## config.mk

```make
export PLATFORM = sky130hd
export DESIGN_NAME = vga_timing_gen
export DESIGN_NICKNAME = d
export VERILOG_FILES = /design/src/rtl/vga_pkg.sv /design/src/rtl/vga_axis_counter.sv /design/src/rtl/vga_timing_gen.sv
export SDC_FILE = /design/constraint.sdc
export NUM_CORES = 1
export LEC_CHECK = 0
export ABC_CLOCK_PERIOD_IN_PS = 6350
export CAP_MARGIN = 20
export CORE_ASPECT_RATIO = 1.1
export CORE_UTILIZATION = 32
export DETAILED_ROUTE_END_ITERATION = 8
export GPL_TIMING_DRIVEN = 0
export HOLD_SLACK_MARGIN = 0.15
export PLACE_DENSITY = 0.56
export RECOVER_POWER = 50
export SYNTH_ARGS = -nofsm -noshare
export SYNTH_HDL_FRONTEND = slang
export SYNTH_HIERARCHICAL = 1
export SYNTH_SLANG_ARGS = --single-unit
```

## constraint.sdc

```tcl
create_clock -name clk -period 6.35 [get_ports clk]
set_input_delay 1.5875 -clock clk [delete_from_list [all_inputs] [get_ports clk]]
set_output_delay 1.5875 -clock clk [all_outputs]
set_load 0.1 [all_outputs]
```

## src/rtl/vga_pkg.sv

```systemverilog
`default_nettype none
// ============================================================================
// vga_pkg : phase encoding, timing bundle, 640x480 defaults and colour bars
// Rev 1.0
// ============================================================================
package vga_pkg;

  typedef enum logic [1:0] {
    ACTIVE = 2'd0,
    FP     = 2'd1,
    SYNC   = 2'd2,
    BP     = 2'd3
  } phase_t;

  typedef struct packed {
    int active;
    int fp;
    int sync;
    int bp;
  } timing_t;

  localparam timing_t VGA_H_640 = '{active: 640, fp: 16, sync: 96, bp: 48};
  localparam timing_t VGA_V_480 = '{active: 480, fp: 10, sync: 2,  bp: 33};

  localparam int         NUM_BARS   = 8;
  localparam logic [3:0] COLOUR_ON  = 4'hF;
  localparam logic [3:0] COLOUR_OFF = 4'h0;

  function automatic int timing_total(input timing_t t);
    return t.active + t.fp + t.sync + t.bp;
  endfunction

  // Bar index bits map to {R,G,B}: 0 black, 1 blue, 2 green ... 7 white.
  function automatic logic [11:0] bar_colour(input logic [2:0] idx);
    logic [11:0] c;
    c = {COLOUR_OFF, COLOUR_OFF, COLOUR_OFF};
    if (idx[2]) c[11:8] = COLOUR_ON;
    if (idx[1]) c[7:4]  = COLOUR_ON;
    if (idx[0]) c[3:0]  = COLOUR_ON;
    return c;
  endfunction

endpackage
`default_nettype wire

```

## src/rtl/vga_axis_counter.sv

```systemverilog
`default_nettype none
// ============================================================================
// vga_axis_counter : wrapping position counter with ACTIVE/FP/SYNC/BP phase FSM
// Rev 1.0
// ============================================================================
module vga_axis_counter
  import vga_pkg::*;
#(
  parameter int LEN_ACTIVE = 640,
  parameter int LEN_FP     = 16,
  parameter int LEN_SYNC   = 96,
  parameter int LEN_BP     = 48,
  parameter int W          = 10
) (
  input  logic         clk,
  input  logic         rst_n,
  input  logic         advance,
  output logic [W-1:0] cnt,
  output phase_t       phase,
  output logic         wrap
);

  localparam timing_t    T           = '{active: LEN_ACTIVE, fp: LEN_FP, sync: LEN_SYNC, bp: LEN_BP};
  localparam int         TOTAL       = timing_total(T);
  localparam logic [W-1:0] LAST_ACTIVE = W'(LEN_ACTIVE - 1);
  localparam logic [W-1:0] LAST_FP     = W'(LEN_ACTIVE + LEN_FP - 1);
  localparam logic [W-1:0] LAST_SYNC   = W'(LEN_ACTIVE + LEN_FP + LEN_SYNC - 1);
  localparam logic [W-1:0] LAST        = W'(TOTAL - 1);

  if (LEN_ACTIVE < 1 || LEN_FP < 1 || LEN_SYNC < 1 || LEN_BP < 1) begin : g_bad_len
    $error("vga_axis_counter: every phase length must be at least 1");
  end
  if ((TOTAL - 1) >= (1 << W)) begin : g_bad_width
    $error("vga_axis_counter: counter width too small for the line/frame total");
  end

  phase_t phase_next;

  assign wrap = advance && (cnt == LAST);

  always_ff @(posedge clk) begin
    if (!rst_n) begin
      cnt   <= '0;
      phase <= ACTIVE;
    end else begin
      phase <= phase_next;
      if (advance) begin
        cnt <= wrap ? '0 : cnt + 1'b1;
      end
    end
  end

  // Phase moves on the last count of the current phase, so it always matches cnt.
  always_comb begin
    phase_next = phase;
    if (advance) begin
      case (phase)
        ACTIVE:  if (cnt == LAST_ACTIVE) phase_next = FP;
        FP:      if (cnt == LAST_FP)     phase_next = SYNC;
        SYNC:    if (cnt == LAST_SYNC)   phase_next = BP;
        BP:      if (cnt == LAST)        phase_next = ACTIVE;
        default:                         phase_next = ACTIVE;
      endcase
    end
  end

endmodule
`default_nettype wire

```

## src/rtl/vga_timing_gen.sv

```systemverilog
`default_nettype none
// ============================================================================
// vga_timing_gen : registered hsync/vsync/de/x/y video timing generator
// VGA_TIMING_TEST_PATTERN_EN adds the rgb colour-bar output.  Rev 1.0
// ============================================================================
module vga_timing_gen
  import vga_pkg::*;
#(
  parameter int H_ACTIVE  = VGA_H_640.active,
  parameter int H_FP      = VGA_H_640.fp,
  parameter int H_SYNC    = VGA_H_640.sync,
  parameter int H_BP      = VGA_H_640.bp,
  parameter int V_ACTIVE  = VGA_V_480.active,
  parameter int V_FP      = VGA_V_480.fp,
  parameter int V_SYNC    = VGA_V_480.sync,
  parameter int V_BP      = VGA_V_480.bp,
  parameter bit HSYNC_POL = 1'b0,
  parameter bit VSYNC_POL = 1'b0,
  parameter int XW        = 10,
  parameter int YW        = 10
) (
  input  logic          clk,
  input  logic          rst_n,
  output logic          hsync,
  output logic          vsync,
  output logic          de,
  output logic [XW-1:0] x,
  output logic [YW-1:0] y,
  output logic          line_start,
  output logic          frame_start
`ifdef VGA_TIMING_TEST_PATTERN_EN
  ,
  output logic [11:0]   rgb
`endif
);

  logic [XW-1:0] h_cnt;
  logic [YW-1:0] v_cnt;
  phase_t        h_phase;
  phase_t        v_phase;
  logic          h_wrap;
  logic          v_wrap_unused;
  logic          de_next;

  vga_axis_counter #(
    .LEN_ACTIVE (H_ACTIVE),
    .LEN_FP     (H_FP),
    .LEN_SYNC   (H_SYNC),
    .LEN_BP     (H_BP),
    .W          (XW)
  ) u_h_axis (
    .clk     (clk),
    .rst_n   (rst_n),
    .advance (1'b1),
    .cnt     (h_cnt),
    .phase   (h_phase),
    .wrap    (h_wrap)
  );

  vga_axis_counter #(
    .LEN_ACTIVE (V_ACTIVE),
    .LEN_FP     (V_FP),
    .LEN_SYNC   (V_SYNC),
    .LEN_BP     (V_BP),
    .W          (YW)
  ) u_v_axis (
    .clk     (clk),
    .rst_n   (rst_n),
    .advance (h_wrap),
    .cnt     (v_cnt),
    .phase   (v_phase),
    .wrap    (v_wrap_unused)
  );

  assign de_next = (h_phase == ACTIVE) && (v_phase == ACTIVE);

  // Every output is the decode of the current counters, one clock late.
  always_ff @(posedge clk) begin
    if (!rst_n) begin
      hsync       <= ~HSYNC_POL;
      vsync       <= ~VSYNC_POL;
      de          <= 1'b0;
      x           <= '0;
      y           <= '0;
      line_start  <= 1'b0;
      frame_start <= 1'b0;
    end else begin
      hsync       <= (h_phase == SYNC) ? HSYNC_POL : ~HSYNC_POL;
      vsync       <= (v_phase == SYNC) ? VSYNC_POL : ~VSYNC_POL;
      de          <= de_next;
      x           <= h_cnt;
      y           <= v_cnt;
      line_start  <= (h_cnt == '0);
      frame_start <= (h_cnt == '0) && (v_cnt == '0);
    end
  end

`ifdef VGA_TIMING_TEST_PATTERN_EN
  localparam int BAR_W = H_ACTIVE / NUM_BARS;

  logic [2:0] bar_idx;

  // Threshold chain instead of a divide by a non-power-of-two bar width.
  always_comb begin
    bar_idx = 3'd0;
    for (int k = 1; k < NUM_BARS; k++) begin
      if (int'(h_cnt) >= k * BAR_W) bar_idx = 3'(k);
    end
  end

  always_ff @(posedge clk) begin
    if (!rst_n) begin
      rgb <= 12'h000;
    end else begin
      rgb <= de_next ? bar_colour(bar_idx) : 12'h000;
    end
  end
`endif

endmodule
`default_nettype wire
```

# Word level (Yosys, flattened, before mapping)
# Index checks and enable logic that the tools add are counted.
# W data, S select, Z words.
dict set report op_classes {
  n_eq_ne 22
  mux 13
  n_reduce_logical 10
  n_addsub 2
  bitwise_logic 1
}
# cell count
set op_table {}
lappend op_table {{$eq A10 B10 Y1 const B} 5}
lappend op_table {{$eq A10 B9 Y1 const B} 3}
lappend op_table {{$add A10 B1 Y10 const B} 2}
lappend op_table {{$logic_not A10 Y1} 2}
lappend op_table {{$mux W2} 8}
lappend op_table {{$ne A2 B1 Y1 const B} 8}
lappend op_table {{$pmux W2 S4} 2}
lappend op_table {{$mux W10} 1}
lappend op_table {{$eq A2 B2 Y1 const B} 4}
lappend op_table {{$reduce_and A5 Y1} 1}
lappend op_table {{$eq A2 B1 Y1 const B} 2}
lappend op_table {{$logic_not A2 Y1} 2}
lappend op_table {{$reduce_and A4 Y1} 1}
lappend op_table {{$logic_and A1 B1 Y1} 3}
lappend op_table {{$mux W1} 2}
lappend op_table {{$reduce_or A2 Y1} 1}
lappend op_table {{$not A1 Y1} 1}
dict set report word_totals {
  register_bits 49
  input_bits 2
  out_inout_bits 25
}

# Depth between registers and ports, before layout
# Gate-level depths: netlist (run 1).
dict set report depth {
  word_depth 3
  depth_mapped 10
  depth_no_buf 9
}

# Hierarchy
# Netlist (run 1), hierarchy kept.
# module n_inst cells_each area_each_um2
set modules_own_cells {}
lappend modules_own_cells {vga_timing_gen 1 60 725.7}
lappend modules_own_cells {{vga_axis_counter at u_v_axis} 1 81 704.4}
lappend modules_own_cells {{vga_axis_counter at u_h_axis} 1 75 671.9}

# Least setup slack after synthesis (run 1)
# Ideal clock, no wire load.
dict set report synth_path {
  kind {register to output}
  from {register de}
  to {output de}
  t_arrival_ns 0.909
  path_stages_with_launch 1
  path_slack_ns 3.854
  required_ns 4.762
  cell_sequence {dfxtp_1}
}
# element line_no
set synth_lines {}
lappend synth_lines {{start, declared} vga_timing_gen.sv:26} ;# output logic de,
lappend synth_lines {{start signal, assigned} vga_timing_gen.sv:90} ;# de <= de_next;
# No word-level cell between the ends.

# Worst setup path after layout (run 1)
dict set report layout_path {
  from {register de}
  to {output de}
}
# No word-level cell between the ends.

==> results of run 1 <==
## power groups by stage
stage                     sequential, mW  clock, mW  combinational, mW
final                              0.314      0.229             0.0379
after global routing               0.314      0.253             0.0408
after CTS                          0.314      0.238             0.0386
after detailed placement           0.321          0             0.0386
after global placement             0.321          0             0.0386
after floorplan                    0.340          0            0.00937
## cell type report
| class | instances | area, sq um |
|---|---|---|
| Sequential cell | 49 | 981 |
| Clock buffer | 6 | 82.6 |
| Tap cell | 80 | 100 |
| Timing Repair Buffer | 26 | 260 |
| Buffer | 4 | 22.5 |
| Inverter | 11 | 41.3 |
| Multi-Input combinational cell | 156 | 1070 |
| Fill cell | 631 | 3670 |
| Clock inverter | 2 | 37.5 |
## state kept, by name (all words and copies together), names as in the netlist, 2 cells and up
signal          cells
u_h_axis/cnt       10
u_h_axis/phase      2
u_v_axis/cnt       10
u_v_axis/phase      2
x                  10
y                  10
## per-layer routing
layer / GRT usage (%) / vias to the layer above / share of wire, %
met3: 2.51 / 6 / 2.9
met1: 16.3 / 701 / 50
met2: 19.2 / 25 / 45
met4: 5.45 / 0 / 2.1
li1: - / 785 / -
met5: 0 / - / 0
## worst paths after layout
| path | to | slack (ns) | depth (start not counted) |
|---|---|---|---|
| worst max-delay path | de | 3.00 | 1 |
| worst min-delay path | vsync | 0.49 | 1 |
| worst max register to register | u_h_axis/cnt[4] | 3.81 | 5 |
| worst min register to register | vsync | 0.49 | 1 |
## layout by cell type, fill, tap and decap left out, drive strengths merged
cell / instances
dfxtp: 49
inv: 11
a2111oi: 1
buf: 1
nor4: 3
clkinvlp: 1
a21oi: 1
a21boi: 1
o21ai: 6
nor3: 3
or3: 1
conb: 6
or4: 2
or3b: 1
xnor2: 10
bufinv: 1
dlygate4sd3: 1
nor4bb: 1
nand4: 9
and2: 20
nor2: 28
nand2b: 1
o31a: 1
xor2: 8
and3: 3
nor4b: 3
clkdlybuf4s50: 25
nand3: 6
nand2: 16
clkbuf: 9
mux2i: 6
ha: 14
nand3b: 2
nor2b: 1
o41ai: 2
==> results.json, run 1 <==
{
  "run_status": "completed",
  "cts-root-to-sink-buffers": 2,
  "hold_path_startpoint": "u_v_axis/phase[1]",
  "post_cts.resized_instances": 0,
  "gate_count_post_synth": 215,
  "tightest_slew_ns": 1.16,
  "postRouteAntennaNets": 0,
  "cts-buffers-inserted": 5,
  "worstPathRequired_ns": 4.76,
  "n_antenna_cell": 0,
  "drt_via_density": 4.54,
  "clk_tree_root_cell": "sky130_fd_sc_hd__clkbuf_8",
  "sequentialPowerShare_pct": 54.0,
  "place_hpwl_um": 2610,
  "power.static_leakage_nw": 0.967,
  "start_util_pct": 33.5,
  "slew_headroom_pct": 21.7,
  "initial_antenna_violation_count": 0,
  "post_cts_buffers": 0,
  "floorplan.rows": 30,
  "critPathLaunchType": "flop",
  "nets": 269,
  "layout_setup_ws_ns": 3.00,
  "path_clk_slew_ns": 0.09,
  "placement_stage_cell_area_sq_um": 2480,
  "achievable-frequency_ghz": 0.298,
  "port-buffer-count": 26,
  "cpPeakStageDelay_ns": 1.13,
  "chipHeight_um": 86.9,
  "critical_path.endpoint_type": "output pin",
  "remaining_design_rule_violation_count": 0,
  "slew_violations": 0,
  "die-area_sq_um": 6890,
  "power.net_switching_uw": 132,
  "report.final.hold_viol_count": 0,
  "grt_setup_unrepaired": "no",
  "yosysWarningCount": 6,
  "globalRouteTotalUtil_pct": 12.3,
  "critical_path.n_buffers_inverters": 1,
  "clock_skew_ns": 0.00522,
  "time_the_worst_path_needs_with_i_o_delays_and_setup_ns": 3.35,
  "cap_viol_max_count": 0,
  "worst_path_dominant_cell_family": "buffers and inverters",
  "largest_net_degree_at_the_start_of_global_routing": 17,
  "post-place-ws_ns": 3.17,
  "critPathSlowestCell": "sky130_fd_sc_hd__clkdlybuf4s50_1",
  "whs_ns": 0.491,
  "numClockSinks": 49,
  "switching_share_pct": 22.8,
  "design.core.area_sq_um": 6270,
  "place_congestion": 0.772,
  "cp_data_arrival_time_ns": 1.76,
  "worst_ir_drop_vdd_mv": 0.112,
  "path_max_fanout": 1,
  "finish.utilization_pct": 41.4,
  "r2r-start": "u_h_axis/cnt[0]",
  "vias_in_the_first_global_route": 1396,
  "timing.setup.tns_ns": 0,
  "p_int_uw": 448,
  "floorplan.io_pins": 27,
  "die_width_um": 79.2,
  "criticalPathCategory": "reg2out",
  "source_to_sink_clock_delay_at_the_later_pin_of_the_worst_skew_pair_ns": 0.30,
  "number_of_vias_after_detailed_routing": 1517,
  "htreeDepth": 2,
  "worstPathCellList": "clkdlybuf4s50_1",
  "syn_avg_cell_area_sq_um": 9.76,
  "area_delta_synth_final_pct": 23.6,
  "instances_no_fill": 334,
  "totalPowerFinal_uw": 581,
  "grt_first_pass_wirelength_um": 6620,
  "post_route_cells_drive_above_1_share_pct": 7.09,
  "drt_wl_total_um": 3730,
  "drt_pass1_iterations": 4,
  "clock_tree_from_tritoncts": "done",
  "crit_path_start": "de",
  "fin_crit_share_pct": 52.8,
  "report.final.setup_viol": 0,
  "final_cell_area_sq_um": 2590,
  "post_drt_wl_per_cell_um": 11.2,
  "drt_iter0_markers": 50,
  "cell_count_post_placement": 326,
  "number_of_hold_repair_buffers_added_at_the_cts_stage": 0,
  "comb_power_share_pct": 6.5,
  "power.clock.fraction_pct": 39.4,
  "synth.cell_area_sq_um": 2100,
  "grt.overflow.total": 0,
  "power_per_cell_area_nw_per_um2": 224,
  "worstHoldPathType": "reg2reg"
}
Power figures use the tool's default switching activity.
==> run 2, diff against run 1 <==
--- a/config.mk
+++ b/config.mk
@@ -5,7 +5,7 @@
 export SDC_FILE = /design/constraint.sdc
 export NUM_CORES = 1
 export LEC_CHECK = 0
-export ABC_CLOCK_PERIOD_IN_PS = 6350
+export ABC_CLOCK_PERIOD_IN_PS = 3100
 export CAP_MARGIN = 20
 export CORE_ASPECT_RATIO = 1.1
 export CORE_UTILIZATION = 32
==> constraint.sdc (replaced) <==
create_clock -name clk -period 3.1 [get_ports clk]
set_input_delay 0.775 -clock clk [delete_from_list [all_inputs] [get_ports clk]]
set_output_delay 0.775 -clock clk [all_outputs]
set_load 0.1 [all_outputs]
==> run 2 against run 1 <==
- global-route usage unchanged
- hold slack unchanged
- final cell count unchanged
- critical path type is now reg2reg
- largest power group unchanged
- highest routed layer unchanged
==> results.json, run 2 (same netlist as run 1, synthesis figures left out) <==
{
  "time_the_worst_path_needs_with_i_o_delays_and_setup_ns": 2.55,
  "cts-root-to-sink-buffers": 2,
  "critical_path.endpoint_type": "flop",
  "grt_first_pass_wirelength_um": 6620,
  "drt_via_density": 4.56,
  "n_antenna_cell": 0,
  "worstPathRequired_ns": 3.24,
  "fin_crit_share_pct": 82.3,
  "grt.busiest_layer": "met2",
  "post_route_cells_drive_above_1_share_pct": 5.91,
  "worst_path_dominant_cell_family": "compound AO/OA/AOI/OAI gates",
  "post_cts_buffers": 0,
  "design.core.area_sq_um": 6270,
  "slew_violations": 0,
  "remaining_design_rule_violation_count": 0,
  "power.net_switching_uw": 271,
  "r2r-start": "u_h_axis/cnt[0]",
  "switching_share_pct": 22.8,
  "start_util_pct": 33.5,
  "clock_skew_ns": 0.00507,
  "drt_wl_total_um": 3720,
  "layout_setup_ws_ns": 0.550,
  "path_clk_slew_ns": 0.09,
  "fillCellCount": 636,
  "tightest_slew_ns": 1.15,
  "critical_path.n_buffers_inverters": 0,
  "timing.reg2reg.setup_slack_ns": 0.55,
  "power.clock.fraction_pct": 39.4,
  "floorplan.rows": 30,
  "report.final.hold_viol_count": 0,
  "power.static_leakage_nw": 0.954,
  "critPathSlowestCell": "sky130_fd_sc_hd__o21ai_0",
  "largest_net_degree_at_the_start_of_global_routing": 17,
  "drt_pass1_iterations": 4,
  "global_route.usage.met2_pct": 19.2,
  "nets": 269,
  "worstHoldPathType": "reg2reg",
  "power_per_cell_area_nw_per_um2": 463,
  "slew_headroom_pct": 22.5,
  "place_hpwl_um": 2610,
  "cpPeakStageDelay_ns": 0.92,
  "globalRouteMet1Util_pct": 16.3,
  "post_cts.resized_instances": 0,
  "path_max_fanout": 10,
  "number_of_hold_repair_buffers_added_at_the_cts_stage": 0,
  "worstHoldPathCells": 1,
  "place_congestion": 0.772,
  "worstPathCellList": "ha_1 -> nand4_1 -> or4_1 -> o21ai_0 -> nor2_1",
  "critPathLaunchType": "flop",
  "timing.setup.tns_ns": 0,
  "htreeDepth": 2,
  "chipHeight_um": 86.9,
  "comb_power_share_pct": 6.5,
  "sequentialPowerShare_pct": 54.1,
  "hold_end": "vsync",
  "post-place-ws_ns": 0.582,
  "run_status": "completed",
  "source_to_sink_clock_delay_at_the_later_pin_of_the_worst_skew_pair_ns": 0.30,
  "achievable-frequency_ghz": 0.392,
  "hold_path_startpoint": "u_v_axis/phase[1]",
  "initial_antenna_violation_count": 0,
  "floorplan.io_pins": 27,
  "p_int_uw": 918,
  "criticalPathCategory": "reg2reg",
  "clk_tree_root_cell": "sky130_fd_sc_hd__clkbuf_8",
  "layout.cells.most_common_list": "49 x sky130_fd_sc_hd__dfxtp_1, 28 x sky130_fd_sc_hd__nor2_1, 25 x sky130_fd_sc_hd__clkdlybuf4s50_1",
  "clock_tree_from_tritoncts": "done",
  "numClockSinks": 49,
  "worst-r2r-cell-count": 5,
  "drt_iter0_markers": 46,
  "final_common_cell": "sky130_fd_sc_hd__dfxtp_1",
  "cts-buffers-inserted": 5,
  "report.final.setup_viol": 0,
  "die_width_um": 79.2,
  "die-area_sq_um": 6890,
  "area_delta_synth_final_pct": 22.2,
  "cap_viol_max_count": 0,
  "vias_in_the_first_global_route": 1396,
  "number_of_vias_after_detailed_routing": 1522,
  "grt.overflow.total": 0,
  "cp_data_arrival_time_ns": 2.69,
  "port-buffer-count": 26,
  "worst_ir_drop_vdd_mv": 0.229,
  "global_routing_usage_on_met3_pct": 2.51,
  "postRouteAntennaNets": 0,
  "globalRouteTotalUtil_pct": 12.3,
  "post_drt_wl_per_cell_um": 11.1,
  "grt_setup_unrepaired": "no",
  "crit-reg2reg-capture": "u_h_axis/cnt[4]"
}
## run 2: cell types whose count changed in the layout (fill, tap and decap cells not counted)
cell	before	now
sky130_fd_sc_hd__nand4_1	8	9
sky130_fd_sc_hd__or4_1	0	1
sky130_fd_sc_hd__nand4_2	1	0
sky130_fd_sc_hd__a2111oi_4	1	0
sky130_fd_sc_hd__a2111oi_0	0	1
sky130_fd_sc_hd__or4_4	2	1
## run 2: layout make-up
| class | instances | area, sq um | area share, % |
|---|---|---|---|
| Multi-Input combinational cell | 156 | 1040 | 40.5 |
| Sequential cell | 49 | 981 | 38.2 |
| Timing Repair Buffer | 26 | 260 | 10.1 |
| Tap cell | 80 | 100 | 3.90 |
| Clock buffer | 6 | 82.6 | 3.22 |
| Inverter | 11 | 41.3 | 1.61 |
| Clock inverter | 2 | 37.5 | 1.46 |
| Buffer | 4 | 22.5 | 0.878 |
## run 2: worst max path at each step
stage / from / end / slack [ns] / cells past startpoint
after global placement: u_h_axis/cnt[0] / u_v_axis/cnt[5] / 0.56 / 8
after floorplan: u_h_axis/cnt[0] / u_v_axis/cnt[9] / 0.92 / 9
final: u_h_axis/cnt[0] / u_h_axis/cnt[4] / 0.55 / 5
after global routing: u_h_axis/cnt[0] / u_h_axis/cnt[4] / 0.25 / 5
after detailed placement: u_h_axis/cnt[0] / u_v_axis/cnt[9] / 0.58 / 8
after CTS: de / de / 0.55 / 1
## run 2: power groups by stage
stage | clock (mW) | sequential (mW) | combinational [mW]
2_1_floorplan | 0 | 0.696 | 0.0192
3_3_place_gp | 0 | 0.658 | 0.0791
3_5_place_dp | 0 | 0.658 | 0.0790
4_1_cts | 0.487 | 0.643 | 0.0791
5_1_grt | 0.518 | 0.644 | 0.0830
6_report | 0.469 | 0.642 | 0.0772
## run 2: layer usage
layer	part of all wire, %	vias to the layer above
met4	2.1	0
met5	0	-
met1	50	703
met2	45	27
met3	3.1	6
li1	-	786
## run 2: per-stage QoR
| step | hold WS, ns | std cells | instance area [sq um] | power [mW] | util [%] |
|---|---|---|---|---|---|
| 3_3_place_gp | 0.475 | 326 | 2480 | 0.737 | 39.5 |
| 4_1_cts | 0.501 | 334 | 2600 | 1.21 | 41.4 |
| 3_5_place_dp | 0.479 | 326 | 2480 | 0.737 | 39.5 |
| 6_report | 0.491 | 334 | 2560 | 1.19 | 40.9 |
| 2_1_floorplan | 0.437 | 220 | 2120 | 0.715 | - |
| 5_1_grt | 0.516 | 334 | 2560 | 1.24 | 40.9 |
==> run 3, diff against run 2 <==
--- a/config.mk
+++ b/config.mk
@@ -5,7 +5,7 @@
 export SDC_FILE = /design/constraint.sdc
 export NUM_CORES = 1
 export LEC_CHECK = 0
-export ABC_CLOCK_PERIOD_IN_PS = 3100
+export ABC_CLOCK_PERIOD_IN_PS = 2660
 export CAP_MARGIN = 20
 export CORE_ASPECT_RATIO = 1.1
 export CORE_UTILIZATION = 32
==> constraint.sdc (replaced) <==
create_clock -name clk -period 2.66 [get_ports clk]
set_input_delay 0.665 -clock clk [delete_from_list [all_inputs] [get_ports clk]]
set_output_delay 0.665 -clock clk [all_outputs]
set_load 0.1 [all_outputs]
==> run 3 against run 2 <==
- core utilization rose by 0.12 points
- combinational power is 17% higher
- die area stayed put
- via count is 0.20% higher
- non-clock buffer count did not move
- sequential share of layout area fell by 0.11 points
- critical path depth is the same
- final cell count stayed put
- flip-flop and latch count did not move
- register-to-register slack lost 0.32 ns
- clock skew about the same
==> results.json, run 3 (same netlist as run 1, synthesis figures left out) <==
{
  "post-place-ws_ns": 0.142,
  "path_clk_slew_ns": 0.09,
  "drt_pass1_iterations": 4,
  "largest_net_degree_at_the_start_of_global_routing": 17,
  "numClockSinks": 49,
  "time_the_worst_path_needs_with_i_o_delays_and_setup_ns": 2.43,
  "slew_violations": 0,
  "port-buffer-count": 26,
  "number_of_vias_after_detailed_routing": 1525,
  "grt_setup_unrepaired": "no",
  "layout.cells.most_common_list": "49 x sky130_fd_sc_hd__dfxtp_1, 28 x sky130_fd_sc_hd__nor2_1, 25 x sky130_fd_sc_hd__clkdlybuf4s50_1",
  "power_per_cell_area_nw_per_um2": 539,
  "grt.overflow.total": 0,
  "floorplan.io_pins": 27,
  "start_util_pct": 33.5,
  "place_congestion": 0.772,
  "nets": 269,
  "globalRouteTotalUtil_pct": 12.3,
  "number_of_hold_repair_buffers_added_at_the_cts_stage": 0,
  "clk_tree_root_cell": "sky130_fd_sc_hd__clkbuf_8",
  "criticalPathCategory": "reg2reg",
  "drt_via_density": 4.57,
  "cts-buffers-inserted": 5,
  "layout_setup_ws_ns": 0.229,
  "n_antenna_cell": 0,
  "run_status": "completed",
  "post_drt_wl_per_cell_um": 11.1,
  "tightest_slew_ns": 0.970,
  "final_common_cell": "sky130_fd_sc_hd__dfxtp_1",
  "worst_ir_drop_vdd_mv": 0.267,
  "timing.setup.tns_ns": 0,
  "die-area_sq_um": 6890,
  "worstPathRequired_ns": 2.89,
  "critPathSlowestCell": "sky130_fd_sc_hd__a2111oi_0",
  "remaining_design_rule_violation_count": 0,
  "grt_first_pass_wirelength_um": 6620,
  "multiInputGateArea_sq_um": 1050,
  "report.final.hold_viol_count": 0,
  "worstPathCellList": "ha_1 -> nand4_1 -> or4_4 -> a2111oi_0 -> mux2i_1",
  "cp_data_arrival_time_ns": 2.67,
  "post_cts_buffers": 0,
  "totalPowerFinal_mw": 1.39,
  "fin_crit_share_pct": 91.4,
  "cap_viol_max_count": 0,
  "achievable-frequency_ghz": 0.411,
  "seq_area_sq_um": 981,
  "vias_in_the_first_global_route": 1396,
  "path_max_fanout": 5,
  "critical_path.endpoint_type": "flop",
  "design.core.area_sq_um": 6270,
  "fillCellCount": 635,
  "postRouteAntennaNets": 0,
  "clock_skew_ns": 0.00508,
  "report.final.setup_viol": 0,
  "worstHoldPathType": "reg2reg",
  "floorplan.rows": 30,
  "htreeDepth": 2,
  "post_route_cells_drive_above_1_share_pct": 6.69,
  "power.static_leakage_nw": 0.957,
  "cts-root-to-sink-buffers": 2,
  "post_cts.resized_instances": 0,
  "place_hpwl_um": 2610,
  "critPathLaunchType": "flop",
  "area_delta_synth_final_pct": 22.6,
  "initial_antenna_violation_count": 0,
  "drt_iter0_markers": 41,
  "source_to_sink_clock_delay_at_the_later_pin_of_the_worst_skew_pair_ns": 0.30,
  "die_width_um": 79.2,
  "drt_wl_total_um": 3720,
  "clock_tree_from_tritoncts": "done",
  "slew_headroom_pct": 35.1,
  "whs_ns": 0.491,
  "cpPeakStageDelay_ns": 0.77,
  "chipHeight_um": 86.9
}
## run 3: changes by cell type in the layout (fill, tap and decap cells not counted)
cell,change
sky130_fd_sc_hd__o21ai_0,-1
sky130_fd_sc_hd__o21ai_2,+1
sky130_fd_sc_hd__or4_1,-1
sky130_fd_sc_hd__or4_4,+1
## run 3: routing by layer
metal  share of wire (%)  global-route usage [%]
met2                  45                    19.2
met1                  50                    16.3
met3                 2.9                    2.51
met4                 2.1                    5.45
met5                   0                       0
## run 3: cell type report
class / count / area share (%)
Clock inverter: 2 / 1.46
Timing Repair Buffer: 26 / 10.1
Sequential cell: 49 / 38.1
Multi-Input combinational cell: 156 / 40.7
Tap cell: 80 / 3.89
Buffer: 4 / 0.875
Clock buffer: 6 / 3.21
Inverter: 11 / 1.61
## run 3: worst max-delay path: cells and delay by family, from the launching register on
kind	cells	cell delay [ns]
fa+ha+maj	1	0.22
compound gates	1	0.77
simple gates	2	0.70
mux	1	0.25
flops	1	0.42
## run 3: where the power goes
group	total [mW]	switching (mW)	internal (mW)
logic	0.0903	0.0685	0.0218
registers	0.749	0.00628	0.742
clock network	0.546	0.241	0.306
total	1.39	0.315	1.07
## run 3: stage by stage
stage / cell area, sq um / std cells / utilization (%)
2_1_floorplan: 2120 / 220 / -
3_3_place_gp: 2480 / 326 / 39.5
5_1_grt: 2570 / 334 / 41.0
3_5_place_dp: 2480 / 326 / 39.5
4_1_cts: 2600 / 334 / 41.4
6_report: 2570 / 334 / 41.0
## run 3: final timing paths
| kind | startpoint | to | slack [ns] | depth (start not counted) |
|---|---|---|---|---|
| min reg2reg | u_v_axis/phase[1] | vsync | 0.49 | 1 |
| max reg2reg | u_h_axis/cnt[0] | u_h_axis/phase[0] | 0.23 | 5 |
| min | u_v_axis/phase[1] | vsync | 0.49 | 1 |
| max | u_h_axis/cnt[0] | u_h_axis/phase[0] | 0.23 | 5 |
